`src/rtl/alu_ctrl_idex.sv`:
```
`default_nettype none
// ============================================================================
// alu_ctrl_idex : RV32I ALU-control decode with ID/EX pipeline register
// Rev 1.0 - initial release
// ============================================================================
module alu_ctrl_idex #(
  parameter int CNT_W = 8
) (
  input  logic             clk,
  input  logic             reset,
  input  logic [31:0]      InstrD,
  input  logic             ValidD,
  input  logic             StallE,
  input  logic             FlushE,
  output logic [3:0]       OpCodeE,
  output logic [1:0]       ALUSrcAE,
  output logic             ALUSrcBE,
  output logic             BranchE,
  output logic [2:0]       Funct3E,
  output logic             ValidE,
  output logic             IllegalE,
  output logic [CNT_W-1:0] IllegalCnt
);

  localparam logic [3:0] OP_ADD  = 4'b0000;
  localparam logic [3:0] OP_SUB  = 4'b0001;
  localparam logic [3:0] OP_XOR  = 4'b0010;
  localparam logic [3:0] OP_OR   = 4'b0011;
  localparam logic [3:0] OP_AND  = 4'b0100;
  localparam logic [3:0] OP_SLL  = 4'b0101;
  localparam logic [3:0] OP_SRL  = 4'b0110;
  localparam logic [3:0] OP_SRA  = 4'b0111;
  localparam logic [3:0] OP_SLT  = 4'b1000;
  localparam logic [3:0] OP_SLTU = 4'b1001;

  localparam logic [6:0] OPC_R      = 7'b0110011;
  localparam logic [6:0] OPC_I      = 7'b0010011;
  localparam logic [6:0] OPC_LOAD   = 7'b0000011;
  localparam logic [6:0] OPC_STORE  = 7'b0100011;
  localparam logic [6:0] OPC_JALR   = 7'b1100111;
  localparam logic [6:0] OPC_LUI    = 7'b0110111;
  localparam logic [6:0] OPC_AUIPC  = 7'b0010111;
  localparam logic [6:0] OPC_JAL    = 7'b1101111;
  localparam logic [6:0] OPC_BRANCH = 7'b1100011;

  localparam logic [CNT_W-1:0] CNT_MAX = '1;

  logic [6:0] opcode;
  logic [2:0] funct3;
  logic       alt;
  logic [3:0] arith_op;
  logic [3:0] dec_op;
  logic [1:0] dec_src_a;
  logic       dec_src_b;
  logic       dec_branch;
  logic       dec_illegal;
  logic       load_en;

  assign opcode = InstrD[6:0];
  assign funct3 = InstrD[14:12];
  assign alt    = InstrD[30];

  // Shared R/I arithmetic map; add/sub selection is qualified per opcode below.
  always_comb begin
    arith_op = OP_ADD;
    case (funct3)
      3'b000:  arith_op = OP_ADD;
      3'b001:  arith_op = OP_SLL;
      3'b010:  arith_op = OP_SLT;
      3'b011:  arith_op = OP_SLTU;
      3'b100:  arith_op = OP_XOR;
      3'b101:  arith_op = alt ? OP_SRA : OP_SRL;
      3'b110:  arith_op = OP_OR;
      default: arith_op = OP_AND;
    endcase
  end

  always_comb begin
    dec_op      = OP_ADD;
    dec_src_a   = 2'b00;
    dec_src_b   = 1'b0;
    dec_branch  = 1'b0;
    dec_illegal = 1'b0;
    case (opcode)
      OPC_R: begin
        dec_op = (funct3 == 3'b000 && alt) ? OP_SUB : arith_op;
      end
      OPC_I: begin
        dec_op    = arith_op;
        dec_src_b = 1'b1;
      end
      OPC_LOAD, OPC_STORE, OPC_JALR: begin
        dec_src_b = 1'b1;
      end
      OPC_LUI: begin
        dec_src_a = 2'b10;
        dec_src_b = 1'b1;
      end
      OPC_AUIPC, OPC_JAL: begin
        dec_src_a = 2'b01;
        dec_src_b = 1'b1;
      end
      OPC_BRANCH: begin
        case (funct3[2:1])
          2'b00:   begin dec_op = OP_SUB;  dec_branch = 1'b1; end
          2'b10:   begin dec_op = OP_SLT;  dec_branch = 1'b1; end
          2'b11:   begin dec_op = OP_SLTU; dec_branch = 1'b1; end
          default: dec_illegal = 1'b1;
        endcase
      end
      default: dec_illegal = 1'b1;
    endcase
  end

  assign load_en = !FlushE && !StallE && ValidD;

  always_ff @(posedge clk or posedge reset) begin
    if (reset) begin
      OpCodeE  <= OP_ADD;
      ALUSrcAE <= 2'b00;
      ALUSrcBE <= 1'b0;
      BranchE  <= 1'b0;
      Funct3E  <= 3'b000;
      ValidE   <= 1'b0;
      IllegalE <= 1'b0;
    end else if (FlushE || (!StallE && !ValidD)) begin
      OpCodeE  <= OP_ADD;
      ALUSrcAE <= 2'b00;
      ALUSrcBE <= 1'b0;
      BranchE  <= 1'b0;
      Funct3E  <= 3'b000;
      ValidE   <= 1'b0;
      IllegalE <= 1'b0;
    end else if (!StallE) begin
      OpCodeE  <= dec_op;
      ALUSrcAE <= dec_src_a;
      ALUSrcBE <= dec_src_b;
      BranchE  <= dec_branch;
      Funct3E  <= funct3;
      ValidE   <= 1'b1;
      IllegalE <= dec_illegal;
    end
  end

  always_ff @(posedge clk or posedge reset) begin
    if (reset) begin
      IllegalCnt <= '0;
    end else if (load_en && dec_illegal && IllegalCnt != CNT_MAX) begin
      IllegalCnt <= IllegalCnt + 1'b1;
    end
  end

endmodule
`default_nettype wire

```
`config.mk`:
```
export PLATFORM = sky130hd
export DESIGN_NAME = alu_ctrl_idex
export DESIGN_NICKNAME = d
export VERILOG_FILES = /design/src/rtl/alu_ctrl_idex.sv
export SDC_FILE = /design/constraint.sdc
export NUM_CORES = 1
export LEC_CHECK = 0
export ABC_AREA = 1
export CAP_MARGIN = 0
export CORE_MARGIN = 10
export CORE_UTILIZATION = 45
export CTS_CLUSTER_DIAMETER = 30
export DETAILED_ROUTE_END_ITERATION = 7
export HOLD_SLACK_MARGIN = 0.08
export PLACE_DENSITY = 0.91
export RECOVER_POWER = 100
export SLEW_MARGIN = 20
export SYNTH_ARGS = -nofsm -noshare
export SYNTH_HDL_FRONTEND = slang
export SYNTH_SLANG_ARGS = --single-unit
export TNS_END_PERCENT = 30
```
`constraint.sdc`:
```
create_clock -name clk -period 2.69 [get_ports clk]
set_clock_uncertainty 0.15 [all_clocks]
set_input_delay 0.807 -clock clk [delete_from_list [all_inputs] [get_ports clk]]
set_output_delay 0.807 -clock clk [all_outputs]
set_load 0.01 [all_outputs]
```
### Word-level counts from Yosys, hierarchy flattened

Cells that the tools add are included.
W data, S select, Z words.

| storage, ports and cells | value |
|---|---|
| output and inout bits | 21 |
| flip-flop bits (word level) | 21 |
| word-level logic and storage cells | 69 |
| input bits | 37 |

| operators by class | value |
|---|---|
| mux-type cells | 25 |
| equality and inequality tests | 19 |
| $add $sub $neg | 1 |
| reduce and logical (&&, ||, !) cells | 16 |

Operators by type and width:

| operator | number |
|---|---|
| $pmux W4 S7 | 1 |
| $pmux W4 S3 | 2 |
| $eq A7 B6 Y1 const B | 3 |
| $eq A7 B7 Y1 const B | 3 |
| $eq A7 B5 Y1 const B | 2 |
| $mux W1 | 13 |
| $mux W4 | 3 |
| $eq A3 B3 Y1 const B | 3 |
| $add A8 B1 Y8 const B | 1 |
| $ne A8 B8 Y1 const B | 1 |
| $reduce_or A8 Y1 | 1 |
| $eq A7 B2 Y1 const B | 1 |
| $reduce_or A7 Y1 | 1 |
| $eq A3 B2 Y1 const B | 2 |
| $logic_and A1 B1 Y1 | 6 |
| $mux W3 | 2 |
| $eq A2 B2 Y1 const B | 2 |
| $mux W2 | 2 |
| $pmux W2 S2 | 1 |
| $eq A3 B1 Y1 const B | 1 |
| $logic_not A1 Y1 | 3 |
| $logic_not A3 Y1 | 1 |
| $reduce_or A3 Y1 | 1 |
| $logic_not A2 Y1 | 1 |
| other kinds (4) | 4 |

### Logic depth before layout (Yosys ltp)

Gate-level depths: netlist (run 1).

| logic depth | value |
|---|---|
| word-level depth | 6 |
| depth in mapped cells | 10 |
| mapped depth without buffers | 10 |

### Worst setup path after synthesis (run 1)

No wires, ideal clock.

| path | value |
|---|---|
| path kind | input-to-reg |
| start | input InstrD[1] |
| end | register IllegalCnt[3] |
| setup slack | 856 ps |
| stages on the path | 8 |
| library setup time | 117 ps |
| buffers on the path | 0 |
| required time | 2423 ps |
| data arrival time | 1567 ps |
| cells stage by stage | nand2_2 inv_2 nand3_2 nand3_2 nor2_8 nand3_4 nand2_1 nand2_1 |

| between the ends | value |
|---|---|
| longest elaborated chain between the ends | 5 |
| elaborated cells between the ends (all ways) | 13 |
| classes of those cells | 9 x eq/ne; 1 x mux; 3 x reduce/logical |

Ends and longest elaborated chain:

| element | RTL line | source |
|---|---|---|
| from (decl) | 11 | `input logic [31:0] InstrD,` |
| $eq A7 B5 Y1 (tied with other cells) | 84 | `case (opcode)` |
| $reduce_or A8 Y1 (no source line) | - |  |
| $pmux W1 S2 (*) | 84 |  |
| $logic_and A1 B1 Y1 (*) (2 in series) | 148 | `end else if (load_en && dec_illegal && IllegalCnt != CNT_MAX) begin` |
| to (signal assigned) | 149 | `IllegalCnt <= IllegalCnt + 1'b1;` |
| to (decl) | 22 | `output logic [CNT_W-1:0] IllegalCnt` |

Every way passes the cells marked *; elsewhere a longest branch is shown, timed or not.
A chain may end at the register's enable or synchronous reset.

### Worst setup path in the final report (run 1)

| path | value |
|---|---|
| start | input StallE |
| end | register IllegalCnt[6] |

| between the ends | value |
|---|---|
| longest elaborated chain between the ends | 5 |

Ends and longest elaborated chain:

| element | RTL line | source |
|---|---|---|
| from (decl) | 13 | `input logic StallE,` |
| $logic_not A1 Y1 | - |  |
| $logic_and A1 B1 Y1 (2 in series) | 115 | `assign load_en = !FlushE && !StallE && ValidD;` |
| $logic_and A1 B1 Y1 (2 in series) | 148 |  |

No other way between the ends.

==> results.py, run 1 <==
metrics = {
    "outcome": {
        "status": "finished clean",
    },
    "synth": {
        "synth-simple-area-share": 0.433,
        "syn-num-nets": 217,
        "avgSynthCellArea_sq_um": 7.73,
        "synth_compound_area_frac": 0.0469,
        "ys_seq_area_frac": 0.386,
        "synth.distinct_cells": 26,
        "ys_warn_count": 0,
        "synth_cells": 176,
        "syn-cell-area_sq_um": 1360,
        "synthAdderAreaFrac": 0.0368,
        "synth_top_family_by_area": "simple AND/OR/NAND/NOR gates",
        "synth_xor_area_frac": 0.0193,
        "ys_ff_latch": 21,
        "muxShareOfSynthArea": 0,
    },
    "layout": {
        "layout.nets": 260,
        "num_antenna_cells": 0,
        "area_growth_pct": 30.8,
        "drive_gt1_frac": 0.128,
        "fin_cells": 249,
        "fillers": 240,
        "final_util": 0.629,
    },
    "critical_path": {
        "cp.required_ns": 2.74,
        "regToRegEndpoint": "IllegalCnt[6]$_DFFE_PP0P_",
        "worstSetupStartpointType": "input pin",
        "r2r-start": "IllegalCnt[0]$_DFFE_PP0P_",
        "crit_arrival_ns": 2.47,
        "crit_path_max_fanout": 10,
        "rr_worst_depth": 7,
        "end_kind": "register",
        "r2r_slack_ns": 1.02,
        "criticalPathCategory": "input pin to register",
    },
    "die": {
        "core-area_sq_um": 2830,
        "io_pins": 58,
        "std_cell_rows": 19,
        "initial_utilization": 0.481,
        "die_area_sq_um": 5620,
        "die_y_um": 75.0,
        "fp.dieW_um": 75.0,
    },
    "sta": {
        "report.final.setup_viol": 0,
        "worstMarginPinSlew_ns": 1.06,
        "fmax_ghz": 0.413,
        "fin_setup_tns_ns": 0,
        "slew_violations": 0,
        "rsz0062_at_grt": "false",
        "period_minus_slack_ns": 2.42,
        "slew_headroom": 0.291,
        "fin_crit_sh": 0.899,
        "hold_violations": 0,
    },
    "clocking": {
        "post_cts_resized": 0,
        "clkTransAtPathRegs_ns": 0.11,
        "cts.sinks": 21,
        "root_buffer": "clkbuf_4",
        "postCtsSetupBuffers": 0,
        "insertion_delay_ns": 0.30,
        "cts_buffers": 3,
        "cts_max_level": 1,
        "cts-hold-fix-buffers": 0,
        "cts_max_path_buffers": 2,
        "cts_tree": "done",
    },
    "global_routing": {
        "grt_usage": 0.116,
        "gr-total-overflow": 0,
        "grt_max_degree": 22,
        "first_global_vias": 1215,
        "grt_pass1_wl_um": 5300,
        "grt_antenna_before_repair": 0,
    },
    "job": {
        "drv_cap": 0,
    },
    "power_and_ir_drop": {
        "internal_power_uw": 531,
        "pwr-share-clk": 0.182,
        "p_seq_frac": 0.507,
        "netSwitchingPower_uw": 279,
        "peakVddDrop_v": 0.000180,
        "power_density_nw_per_um2": 455,
        "p_leak_uw": 0.000961,
        "switching_share": 0.345,
        "combPwrFrac": 0.311,
    },
    "routing": {
        "drt_iter0_markers": 129,
        "dr.pass1.iters": 4,
        "vias_per_cell": 5.16,
        "num_vias": 1286,
        "drcViolationCount": 0,
        "avgRoutedWirePerCell_um": 12.4,
        "routed_wl_um": 3090,
        "antenna_left": 0,
    },
    "min_path": {
        "min_to": "IllegalE$_DFFE_PP0P_",
        "worstHoldStart": "IllegalE$_DFFE_PP0P_",
        "holdPathStages": 2,
        "worstHoldPathType": "register to register",
    },
    "placed_design": {
        "dp_cells": 245,
        "dpl.hpwl_um": 2540,
        "place_congestion": 0.814,
        "io_buffers": 36,
    },
}
[worst max-delay path: stages]
cell	delay (ns)
dlygate4sd3_1	0.55
nor2_1	0.05
nor2_1	0.23
nand2_1	0.26
clkinv_4	0.11
nand2_2	0.07
inv_4	0.11
nand3_4	0.14
nand2_1	0.10
nand2_1	0.05
[cells in the mapped netlist, drive strengths merged]
library cell  instances  area (sq um)
nand3b                1          7.51
ha                    4          50.1
nor3                  1          5.00
o2111ai               1          8.76
o21ai                 7          35.0
nand4                11          68.8
o22ai                 1          6.26
clkinv                1          8.76
xor2                  3          26.3
dfrtp                21           526
inv                  24          92.6
nor2                 16          96.3
buf                   1          3.75
a21oi                 1          5.00
nand2                65           264
a22o                  1          8.76
nand3                17           148
[power groups by stage]
stage | Clock (uW) | Sequential [uW] | Combinational, uW
floorplan | 0 | 421 | 123
global placement | 0 | 415 | 265
detailed placement | 0 | 418 | 275
CTS | 150 | 411 | 275
global route | 162 | 418 | 284
finish | 147 | 410 | 252
[logic make-up (layout without fill, tap and decap cells)]
family / after synthesis / after routing
compound gates: 11 / 11
xor+xnor: 3 / 3
fa+ha+maj: 4 / 4
buf+inv: 26 / 68
flops: 21 / 21
simple gates: 111 / 111
[sequential cells by signal, indices dropped and copies added, names as in the netlist]
signal,count
Funct3E,3
OpCodeE,4
IllegalE,1
ALUSrcBE,1
ALUSrcAE,2
BranchE,1
ValidE,1
IllegalCnt,8
[cell usage in the layout (no fill, tap or decap)]
master           instances
nand3_4                  3
ha_1                     4
nor2_1                  11
nand2_2                  5
clkinv_4                 1
nor2_8                   1
o2111ai_1                1
dlygate4sd3_1           23
o22ai_1                  1
buf_4                    1
dfrtp_1                 21
nand4_1                 11
clkbuf_1                 3
inv_1                   19
a22o_1                   1
nor2_2                   4
xor2_1                   3
nand3_2                  5
clkdlybuf4s50_1         13
nand2_1                 60
nor3_1                   1
a21oi_1                  1
inv_4                    1
o21ai_0                  7
nand3b_1                 1
nand3_1                  9
inv_2                    4
clkbuf_4                 3
[final cells by class]
type	count	area, sq um	share of cell area
multi-input combinational	129	712	0.400
sequential	21	526	0.295
timing repair buffer	39	375	0.211
inverter	25	101	0.0570
tap	31	38.8	0.0218
clock buffer	4	26.3	0.0148
[metal layers]
metal | track usage | vias up | share of wire
li1 | - | 651 | -
met2 | 0.203 | 50 | 0.49
met1 | 0.139 | 581 | 0.43
met3 | 0.0131 | 4 | 0.064
met5 | 0 | - | 0
met4 | 0.0525 | 0 | 0.014
[through the flow]
| step | power [uW] | setup WS, ns | instance area (sq um) | hold slack, ns |
|---|---|---|---|---|
| 4_1_cts | 836 | 0.341 | 1800 | 0.349 |
| 6_report | 810 | 0.271 | 1780 | 0.337 |
| 2_1_floorplan | 544 | 0.856 | 1360 | 0.365 |
| 3_5_place_dp | 693 | 0.186 | 1780 | 0.322 |
| 3_3_place_gp | 680 | 0.248 | 1780 | 0.316 |
| 5_1_grt | 864 | 0.152 | 1780 | 0.363 |
[how the worst max path moves through the flow]
stage | startpoint | end | slack [ns]
final | StallE | IllegalCnt[6]$_DFFE_PP0P_ | 0.27
after detailed placement | InstrD[3] | IllegalCnt[6]$_DFFE_PP0P_ | 0.19
after global placement | InstrD[3] | IllegalCnt[1]$_DFFE_PP0P_ | 0.25
after floorplan | InstrD[1] | IllegalCnt[3]$_DFFE_PP0P_ | 0.86
after CTS | IllegalCnt[2]$_DFFE_PP0P_ | IllegalCnt[2] | 0.34
after global routing | StallE | IllegalCnt[1]$_DFFE_PP0P_ | 0.15
(Power assumes the default switching activity.)
==> inputs of run 2 (changes only) <==
- SLEW_MARGIN: 20 -> 10
==> results of run 2 <==
Same layout as run 1: the final DEF is identical, and so are final timing and power.
==> inputs of run 3 (changes only) <==
- GPL_ROUTABILITY_DRIVEN: not set -> 0
==> results of run 3 <==
Same layout as run 1: the final DEF is identical, and so are final timing and power.
